`src/rtl/mips_multicycle_ctrl_pkg.sv`:
```
// Shared encodings for the TinyMIPS multicycle controller, datapath and ALU decoder.
// The TRAP state exists only when ILLEGAL_TRAP_EN is defined.
package mips_multicycle_ctrl_pkg;

  localparam logic [5:0] OP_RTYPE = 6'b000000;
  localparam logic [5:0] OP_J     = 6'b000010;
  localparam logic [5:0] OP_BEQ   = 6'b000100;
  localparam logic [5:0] OP_ADDI  = 6'b001000;
  localparam logic [5:0] OP_LB    = 6'b100000;
  localparam logic [5:0] OP_SB    = 6'b101000;

  localparam logic [1:0] ALUSRCB_RD2  = 2'b00;
  localparam logic [1:0] ALUSRCB_ONE  = 2'b01;
  localparam logic [1:0] ALUSRCB_IMM  = 2'b10;
  localparam logic [1:0] ALUSRCB_BOFF = 2'b11;

  localparam logic [1:0] ALUOP_ADD   = 2'b00;
  localparam logic [1:0] ALUOP_SUB   = 2'b01;
  localparam logic [1:0] ALUOP_FUNCT = 2'b10;

  localparam logic [1:0] PCSRC_ALU    = 2'b00;
  localparam logic [1:0] PCSRC_ALUOUT = 2'b01;
  localparam logic [1:0] PCSRC_JUMP   = 2'b10;

  typedef enum logic [3:0] {
    S_FETCH, S_DECODE, S_MEMADR, S_LBRD, S_LBWR, S_SBWR,
    S_RTEX, S_RTWR, S_BEQEX, S_JEX, S_ADDIEX, S_ADDIWR
`ifdef ILLEGAL_TRAP_EN
    , S_TRAP
`endif
  } state_t;

  // pcwrite/branch are internal; the top folds them into pcen with the zero flag.
  typedef struct packed {
    logic       memread;
    logic       memwrite;
    logic       iord;
    logic       alusrca;
    logic [1:0] alusrcb;
    logic [1:0] aluop;
    logic [1:0] pcsource;
    logic       pcwrite;
    logic       branch;
    logic       regwrite;
    logic       regdst;
    logic       memtoreg;
    logic       illegal;
  } ctrl_t;

endpackage

```
`src/rtl/mips_multicycle_ctrl_if.sv`:
```
// Controller <-> datapath bundle. master = controller, slave = datapath.
// Outputs are Moore (registered state) except pcen, which also folds in zero.
interface mips_multicycle_ctrl_if #(
  parameter int WIDTH  = 8,
  parameter int OPBITS = 6
);
  import mips_multicycle_ctrl_pkg::*;

  logic [OPBITS-1:0]    op;
  logic                 zero;
  logic                 memread;
  logic                 memwrite;
  logic                 iord;
  logic [32/WIDTH-1:0]  irwrite;
  logic                 alusrca;
  logic [1:0]           alusrcb;
  logic [1:0]           aluop;
  logic [1:0]           pcsource;
  logic                 pcen;
  logic                 regwrite;
  logic                 regdst;
  logic                 memtoreg;
  logic                 illegal;
  state_t               state;

  modport master (
    input  op, zero,
    output memread, memwrite, iord, irwrite, alusrca, alusrcb, aluop,
           pcsource, pcen, regwrite, regdst, memtoreg, illegal, state
  );

  modport slave (
    output op, zero,
    input  memread, memwrite, iord, irwrite, alusrca, alusrcb, aluop,
           pcsource, pcen, regwrite, regdst, memtoreg, illegal, state
  );
endinterface

```
`src/rtl/mips_multicycle_ctrl_ctrl_out_decode.sv`:
```
// Pure combinational decode of registered state/beat into datapath controls.
// Reset gating and the pcen fold happen in the top.
module ctrl_out_decode
  import mips_multicycle_ctrl_pkg::*;
#(
  parameter int NBEAT = 4,
  parameter int BW    = 2
) (
  input  state_t           i_state,
  input  logic [BW-1:0]    i_beat,
  output ctrl_t            o_ctrl,
  output logic [NBEAT-1:0] o_irwrite
);

  always_comb begin
    o_ctrl    = '0;
    o_irwrite = '0;
    case (i_state)
      S_FETCH: begin
        o_ctrl.memread  = 1'b1;
        o_irwrite       = NBEAT'(1) << i_beat;
        o_ctrl.alusrcb  = ALUSRCB_ONE;
        o_ctrl.pcwrite  = 1'b1;
        o_ctrl.pcsource = PCSRC_ALU;
      end
      S_DECODE: begin
        o_ctrl.alusrcb = ALUSRCB_BOFF;
        o_ctrl.aluop   = ALUOP_ADD;
      end
      S_MEMADR: begin
        o_ctrl.alusrca = 1'b1;
        o_ctrl.alusrcb = ALUSRCB_IMM;
      end
      S_LBRD: begin
        o_ctrl.memread = 1'b1;
        o_ctrl.iord    = 1'b1;
      end
      S_LBWR: begin
        o_ctrl.regwrite = 1'b1;
        o_ctrl.memtoreg = 1'b1;
      end
      S_SBWR: begin
        o_ctrl.memwrite = 1'b1;
        o_ctrl.iord     = 1'b1;
      end
      S_RTEX: begin
        o_ctrl.alusrca = 1'b1;
        o_ctrl.alusrcb = ALUSRCB_RD2;
        o_ctrl.aluop   = ALUOP_FUNCT;
      end
      S_RTWR: begin
        o_ctrl.regwrite = 1'b1;
        o_ctrl.regdst   = 1'b1;
      end
      S_BEQEX: begin
        o_ctrl.alusrca  = 1'b1;
        o_ctrl.aluop    = ALUOP_SUB;
        o_ctrl.branch   = 1'b1;
        o_ctrl.pcsource = PCSRC_ALUOUT;
      end
      S_JEX: begin
        o_ctrl.pcwrite  = 1'b1;
        o_ctrl.pcsource = PCSRC_JUMP;
      end
      S_ADDIEX: begin
        o_ctrl.alusrca = 1'b1;
        o_ctrl.alusrcb = ALUSRCB_IMM;
      end
      S_ADDIWR: begin
        o_ctrl.regwrite = 1'b1;
      end
`ifdef ILLEGAL_TRAP_EN
      S_TRAP: begin
        o_ctrl.illegal = 1'b1;
      end
`endif
      default: ;
    endcase
  end

endmodule

```
`src/rtl/mips_multicycle_ctrl.sv`:
```
// TinyMIPS multicycle control FSM: beat-wise fetch, decode, execute, memory, write-back.
// Optional macro ILLEGAL_TRAP_EN: unknown opcodes lock into TRAP (illegal=1) until reset.
module mips_multicycle_ctrl
  import mips_multicycle_ctrl_pkg::*;
#(
  parameter int WIDTH  = 8,
  parameter int OPBITS = 6
) (
  input  logic                   clk,
  input  logic                   reset,
  mips_multicycle_ctrl_if.master bus
);

  localparam int NBEAT = 32 / WIDTH;
  localparam int BW    = (NBEAT > 1) ? $clog2(NBEAT) : 1;

  state_t           r_state;
  state_t           w_next;
  logic [BW-1:0]    r_beat;
  logic [BW-1:0]    w_beat_next;
  ctrl_t            w_ctrl;
  logic [NBEAT-1:0] w_irwrite;

  always_ff @(posedge clk) begin
    if (reset) begin
      r_state <= S_FETCH;
      r_beat  <= '0;
    end else begin
      r_state <= w_next;
      r_beat  <= w_beat_next;
    end
  end

  always_comb begin
    w_next      = r_state;
    w_beat_next = r_beat;
    case (r_state)
      S_FETCH: begin
        // beat only returns to 0 on the way into DECODE
        if (r_beat == BW'(NBEAT - 1)) begin
          w_next      = S_DECODE;
          w_beat_next = '0;
        end else begin
          w_beat_next = r_beat + 1'b1;
        end
      end
      S_DECODE: begin
        if (bus.op == OPBITS'(OP_LB) || bus.op == OPBITS'(OP_SB)) w_next = S_MEMADR;
        else if (bus.op == OPBITS'(OP_RTYPE)) w_next = S_RTEX;
        else if (bus.op == OPBITS'(OP_BEQ))   w_next = S_BEQEX;
        else if (bus.op == OPBITS'(OP_J))     w_next = S_JEX;
        else if (bus.op == OPBITS'(OP_ADDI))  w_next = S_ADDIEX;
`ifdef ILLEGAL_TRAP_EN
        else w_next = S_TRAP;
`else
        else w_next = S_FETCH;
`endif
      end
      S_MEMADR: w_next = (bus.op == OPBITS'(OP_SB)) ? S_SBWR : S_LBRD;
      S_LBRD:   w_next = S_LBWR;
      S_RTEX:   w_next = S_RTWR;
      S_ADDIEX: w_next = S_ADDIWR;
`ifdef ILLEGAL_TRAP_EN
      S_TRAP:   w_next = S_TRAP;
`endif
      default:  w_next = S_FETCH;
    endcase
  end

  ctrl_out_decode #(.NBEAT(NBEAT), .BW(BW)) u_ctrl_out_decode (
    .i_state   (r_state),
    .i_beat    (r_beat),
    .o_ctrl    (w_ctrl),
    .o_irwrite (w_irwrite)
  );

  // While reset is high nothing may reach the datapath, even from a stale state.
  assign bus.memread  = ~reset & w_ctrl.memread;
  assign bus.memwrite = ~reset & w_ctrl.memwrite;
  assign bus.iord     = ~reset & w_ctrl.iord;
  assign bus.irwrite  = reset ? '0 : w_irwrite;
  assign bus.alusrca  = ~reset & w_ctrl.alusrca;
  assign bus.alusrcb  = reset ? 2'b00 : w_ctrl.alusrcb;
  assign bus.aluop    = reset ? 2'b00 : w_ctrl.aluop;
  assign bus.pcsource = reset ? 2'b00 : w_ctrl.pcsource;
  assign bus.pcen     = ~reset & (w_ctrl.pcwrite | (w_ctrl.branch & bus.zero));
  assign bus.regwrite = ~reset & w_ctrl.regwrite;
  assign bus.regdst   = ~reset & w_ctrl.regdst;
  assign bus.memtoreg = ~reset & w_ctrl.memtoreg;
  assign bus.illegal  = ~reset & w_ctrl.illegal;
  assign bus.state    = r_state;

endmodule

```
`src/flat_wrapper.sv`:
```
// flat-port wrapper written by rule: the top's interface ports become plain ports
module mips_multicycle_ctrl_flat import mips_multicycle_ctrl_pkg::*;
#(
  parameter int WIDTH  = 8,
  parameter int OPBITS = 6
)
  (clk, reset, bus_op, bus_zero, bus_memread, bus_memwrite, bus_iord, bus_irwrite, bus_alusrca, bus_alusrcb, bus_aluop, bus_pcsource, bus_pcen, bus_regwrite, bus_regdst, bus_memtoreg, bus_illegal, bus_state);
  mips_multicycle_ctrl_if #(.WIDTH(WIDTH), .OPBITS(OPBITS)) bus_i ();
  input  logic clk;
  input  logic reset;
  input wire logic [$bits(bus_i.op)-1:0] bus_op;
  input wire logic [$bits(bus_i.zero)-1:0] bus_zero;
  output wire logic [$bits(bus_i.memread)-1:0] bus_memread;
  output wire logic [$bits(bus_i.memwrite)-1:0] bus_memwrite;
  output wire logic [$bits(bus_i.iord)-1:0] bus_iord;
  output wire logic [$bits(bus_i.irwrite)-1:0] bus_irwrite;
  output wire logic [$bits(bus_i.alusrca)-1:0] bus_alusrca;
  output wire logic [$bits(bus_i.alusrcb)-1:0] bus_alusrcb;
  output wire logic [$bits(bus_i.aluop)-1:0] bus_aluop;
  output wire logic [$bits(bus_i.pcsource)-1:0] bus_pcsource;
  output wire logic [$bits(bus_i.pcen)-1:0] bus_pcen;
  output wire logic [$bits(bus_i.regwrite)-1:0] bus_regwrite;
  output wire logic [$bits(bus_i.regdst)-1:0] bus_regdst;
  output wire logic [$bits(bus_i.memtoreg)-1:0] bus_memtoreg;
  output wire logic [$bits(bus_i.illegal)-1:0] bus_illegal;
  output wire logic [$bits(bus_i.state)-1:0] bus_state;
  assign bus_i.op = bus_op;
  assign bus_i.zero = bus_zero;
  assign bus_memread = bus_i.memread;
  assign bus_memwrite = bus_i.memwrite;
  assign bus_iord = bus_i.iord;
  assign bus_irwrite = bus_i.irwrite;
  assign bus_alusrca = bus_i.alusrca;
  assign bus_alusrcb = bus_i.alusrcb;
  assign bus_aluop = bus_i.aluop;
  assign bus_pcsource = bus_i.pcsource;
  assign bus_pcen = bus_i.pcen;
  assign bus_regwrite = bus_i.regwrite;
  assign bus_regdst = bus_i.regdst;
  assign bus_memtoreg = bus_i.memtoreg;
  assign bus_illegal = bus_i.illegal;
  assign bus_state = bus_i.state;
  mips_multicycle_ctrl #(.WIDTH(WIDTH), .OPBITS(OPBITS)) u_core (.clk(clk), .reset(reset), .bus(bus_i));
endmodule
```
`config.mk`:
```
export PLATFORM = sky130hd
export DESIGN_NAME = mips_multicycle_ctrl_flat
export DESIGN_NICKNAME = d
export VERILOG_FILES = /design/src/rtl/mips_multicycle_ctrl_pkg.sv /design/src/rtl/mips_multicycle_ctrl_if.sv /design/src/rtl/mips_multicycle_ctrl_ctrl_out_decode.sv /design/src/rtl/mips_multicycle_ctrl.sv /design/src/flat_wrapper.sv
export SDC_FILE = /design/constraint.sdc
export NUM_CORES = 1
export LEC_CHECK = 0
export ABC_AREA = 0
export BUFFER_PORTS_ARGS = -buffer_cell sky130_fd_sc_hd__buf_2
export CELL_PAD_IN_SITES_DETAIL_PLACEMENT = 0
export CELL_PAD_IN_SITES_GLOBAL_PLACEMENT = 1
export CORE_MARGIN = 3
export CORE_UTILIZATION = 25
export DETAILED_ROUTE_END_ITERATION = 16
export HOLD_SLACK_MARGIN = 0.05
export PLACE_DENSITY_LB_ADDON = 0.25
export SLEW_MARGIN = 25
export SYNTH_ARGS = -nofsm -noshare
export SYNTH_HDL_FRONTEND = slang
export SYNTH_SLANG_ARGS = --single-unit
```
`constraint.sdc`:
```
create_clock -name clk -period 2.86 [get_ports clk]
set_input_delay 0.143 -clock clk [delete_from_list [all_inputs] [get_ports clk]]
set_output_delay 0.143 -clock clk [all_outputs]
set_load 0.1 [all_outputs]
```
==> run summary <==
The flow ran to the end, and the final reports show no timing, DRC or antenna violations. The number of hold buffers added after CTS was 0. The tools report the setup fix buffers added after clock tree synthesis as 0. Counting flops with a built-in enable in the synthesized netlist gives 0. Derived from the worst setup path, the maximum achievable clock frequency is 0.455 GHz. The die covers 3570 µm².

The wire length of the first global-routing pass was 3100 µm. The run gives 0.448 nW as the static leakage. IR analysis of the VDD net gives a maximum drop of 281 µV.

The detail-routed via count per cell works out to 4.89. For the net count after synthesis, the log shows 108. The worst relative slew slack is 47.3%, and the post-synthesis to final-layout area growth is 24.6%.

The average routed wire per standard cell came out at 12.4 µm. Post-detailed-routing wire length: 1870 µm. Of the post-synthesis cell area, the dominant cell type holds 16.6%. The count of nets left with antenna violations once routing finished came out at 0. The clock edge transition at the registers on the reported setup and hold paths is 50 ps. Area inside the core boundary: 2610 µm².

The logs give 723 µm² for the post-synthesis cell area and 0 for the final count of pins violating max slew. The longest individual stage delay on the worst path is 830 ps. The tools report the via count of the first global-routing pass as 691. For this design, the slowest cell found on the critical path is sky130_fd_sc_hd__dfxtp_1.

Count of final setup violators: 0. Total number of vias: 734. After detailed routing, the number of remaining DRC violations is 0.

Across the run, the number of max-cap violations was 0. At the end of the flow the core is filled with cells to 34.5%. The first detailed-routing pass ran for 4 iterations. Along the worst path, the maximum fanout reaches 21. The required arrival time at the worst endpoint was 2720 ps. Summing the sequential cell areas from Yosys gives 16.6% of the chip area.

TritonCTS built the clock tree. The number of clock sinks seen by CTS came out at 6. Yosys printed 0 warnings. Transition at the pin with the smallest max-transition slack: 790 ps. The register cell area after layout came out at 120 µm². The total negative slack for setup checks was 0 ps; the routability congestion estimate was 0.714. The average instance in the mapped netlist occupies 7.61 µm². The capturing element type of the critical path was an output pin.

Once layout is complete, the cells apart from fillers number 150. Walking the worst path, the cells encountered are and2b_2 > a21oi_1 > nor3_2 > buf_2. The library cell occupying the most area in the post-synthesis netlist was sky130_fd_sc_hd__dfxtp_1.

The number of buffers and inverters on the critical path was 1. The H-tree depth is 1, and the width of the die is 59.8 µm. The tools report the pre-CTS setup slack as 945 ps.

Summing internal, switching and leakage power gives 0.392 mW. The die outline height is 59.8 µm. The run gives 22 as the pin count of the biggest net entering global routing. Synthesis produced a netlist whose cell count is 95. Across all hold checks on the routed design, the worst slack comes to 240 ps. In the global route stage, met1 resource usage came out at 14.6%. The run gives 0.820 ps as the clock tree skew after final layout. Once layout is done, the placed cells without fillers occupy 901 µm². The run gives 28 as the violation count after the first detailed-routing iteration. At the later pin of the worst-skew pair, clock insertion delay measures 240 ps. For met2 alone, demand over resource in global routing was 18.1%.

The tools report the root buffer selected by CTS as sky130_fd_sc_hd__clkbuf_4. TritonCTS created 3 clock buffers. Number of hold-slack violations in the final timing report: 0. Port buffering added 30 buffers. Global routing used 11.1% of the available tracks across all layers. In this run, post-CTS repair resized a total of 0 instances. In this run the cell area measured after placement is 878 µm². The multi-input combinational cells in the finished layout cover a total of 552 µm². Row generation in the floorplan step produced 18 rows.

The number of antenna diodes in the final layout is 0. Once the floorplan was initialized, standard cells occupied 27.7% of the core. For the worst setup path, the data arrival time is 2050 ps. Summed over all layers, the global routing overflow is 0. The initial antenna violation count was 0. The category of the critical setup timing path is register to output pin. In this design, the largest share of critical-path delay is due to flip-flops. The proportion of synthesized flip-flops having asynchronous set or reset is 0%. The number of unique standard cell types used by synthesis is 38. Counting the fill cells in the layout gives 296. In the final layout, the share of cells above drive strength 1 is 39.2%. Pin placement for this block handled 32 I/O pins. Setup repair after global routing left no endpoint under its margin.

For the fraction of met3 tracks used by global routing, the log shows 2.16%. In this run the most used layer during global routing was met2. The cell area power density is 435 nW/µm².

Startpoint type of the worst setup path: a register. The type of the tightest min-delay check is input port to register. After layout, the worst path uses 76.8% of the clock period.

After synthesis, the cell types taking the most area are sky130_fd_sc_hd__dfxtp_1 (17%), sky130_fd_sc_hd__nor2_1 (7.8%), sky130_fd_sc_hd__ha_1 (6.9%). After legalization and detailed placement, the total HPWL measured 1450 µm. For the final setup slack of the worst path, the log shows 664 ps. Among all flip-flop cells after synthesis, the most frequent one is sky130_fd_sc_hd__dfxtp_1. At the end of the flow, the number of nets in the layout was 135. The number of placed instances with taps included is 147, and the clock period minus final worst setup slack is 2200 ps. The count of state elements after synthesis works out to 6. The buffer levels on the longest clock path came out at 2.
-- Yosys cell counts, types with 2 or more instances --
| cell | count |
|---|---|
| sky130_fd_sc_hd__mux2i_1 | 2 |
| sky130_fd_sc_hd__nand2b_1 | 2 |
| sky130_fd_sc_hd__nor4_1 | 2 |
| sky130_fd_sc_hd__and2_1 | 5 |
| sky130_fd_sc_hd__ha_1 | 4 |
| sky130_fd_sc_hd__buf_6 | 3 |
| sky130_fd_sc_hd__nand2_1 | 5 |
| sky130_fd_sc_hd__dfxtp_1 | 6 |
| sky130_fd_sc_hd__nor3_1 | 6 |
| sky130_fd_sc_hd__xor2_1 | 2 |
| sky130_fd_sc_hd__o21a_1 | 4 |
| sky130_fd_sc_hd__nor2_1 | 15 |
| sky130_fd_sc_hd__a21oi_1 | 4 |
| sky130_fd_sc_hd__buf_2 | 2 |
| sky130_fd_sc_hd__and3_1 | 4 |
| sky130_fd_sc_hd__nor4b_1 | 2 |
| sky130_fd_sc_hd__inv_1 | 4 |
| sky130_fd_sc_hd__buf_4 | 3 |
-- power by group --
group | leakage, nW | switching [mW] | internal [mW]
sequential | 0.0489 | 0.0189 | 0.0926
clock | 0.0138 | 0.0311 | 0.0475
combinational | 0.386 | 0.155 | 0.0460
-- metal layers --
| layer | up-vias | routed length (µm) |
|---|---|---|
| met2 | 17 | 890 |
| met4 | 0 | 0 |
| met3 | 0 | 145 |
| met1 | 338 | 831 |
| li1 | 379 | - |
| met5 | - | 0 |
-- sequential cells by signal, indices dropped and copies added, names as in the netlist --
name              flops
u_core.bus.state      4
u_core.r_beat         2
-- placed cells by master (no fill, tap or decap), types with 2 or more instances in the layout --
cell                       Yosys  routed
sky130_fd_sc_hd__a21oi_1       4       4
sky130_fd_sc_hd__and2_1        5       5
sky130_fd_sc_hd__and3_1        4       4
sky130_fd_sc_hd__buf_2         2      30
sky130_fd_sc_hd__clkbuf_4      0       3
sky130_fd_sc_hd__dfxtp_1       6       6
sky130_fd_sc_hd__ha_1          4       4
sky130_fd_sc_hd__inv_1         4       4
sky130_fd_sc_hd__mux2i_1       2       2
sky130_fd_sc_hd__nand2_1       5       5
sky130_fd_sc_hd__nand2b_1      2       2
sky130_fd_sc_hd__nor2_1       15      13
sky130_fd_sc_hd__nor2_2        0       2
sky130_fd_sc_hd__nor3_1        6       4
sky130_fd_sc_hd__nor3_2        0       2
sky130_fd_sc_hd__nor4_2        1       3
sky130_fd_sc_hd__o21a_1        4       4
sky130_fd_sc_hd__xor2_1        2       2
-- logic make-up (layout without fill, tap and decap cells) --
logic type | after synthesis | after routing | share of synthesized area [%]
fa+ha+maj | 5 | 5 | 8.30
mux | 2 | 2 | 2.77
flops | 6 | 6 | 16.6
simple gates | 50 | 50 | 41.4
compound gates | 15 | 15 | 15.1
other cells | 1 | 1 | 0.519
buf+inv | 13 | 38 | 11.8
xor+xnor | 3 | 3 | 3.63
-- worst register-to-register path, delay by kind of cell (launching register included) --
| kind | cells | cell delay, ps |
|---|---|---|
| AOI/OAI and AO/OA | 3 | 500 |
| DFF | 1 | 830 |
| and+or+nand+nor | 1 | 340 |
-- layout make-up --
type | instances | area share [%]
clock buffers | 3 | 2.50
inverters | 5 | 2.08
multi-input cells | 76 | 61.2
flip-flops and latches | 6 | 13.3
well taps | 30 | 4.17
repair buffers | 30 | 16.7
-- worst paths after layout --
check,from,end,slack (ps),depth (start not counted)
worst max register to register,u_core.bus.state[0]$_SDFFE_PP0P_,u_core.bus.state[3]$_SDFFE_PP0P_,1140,4
worst max-delay path,u_core.bus.state[0]$_SDFFE_PP0P_,bus_alusrcb[1],660,4
worst min register to register,u_core.r_beat[1]$_SDFFE_PP0P_,u_core.r_beat[1]$_SDFFE_PP0P_,580,2
worst min-delay path,reset,u_core.r_beat[0]$_SDFFE_PP0P_,240,2
(Power assumes the default switching activity.)
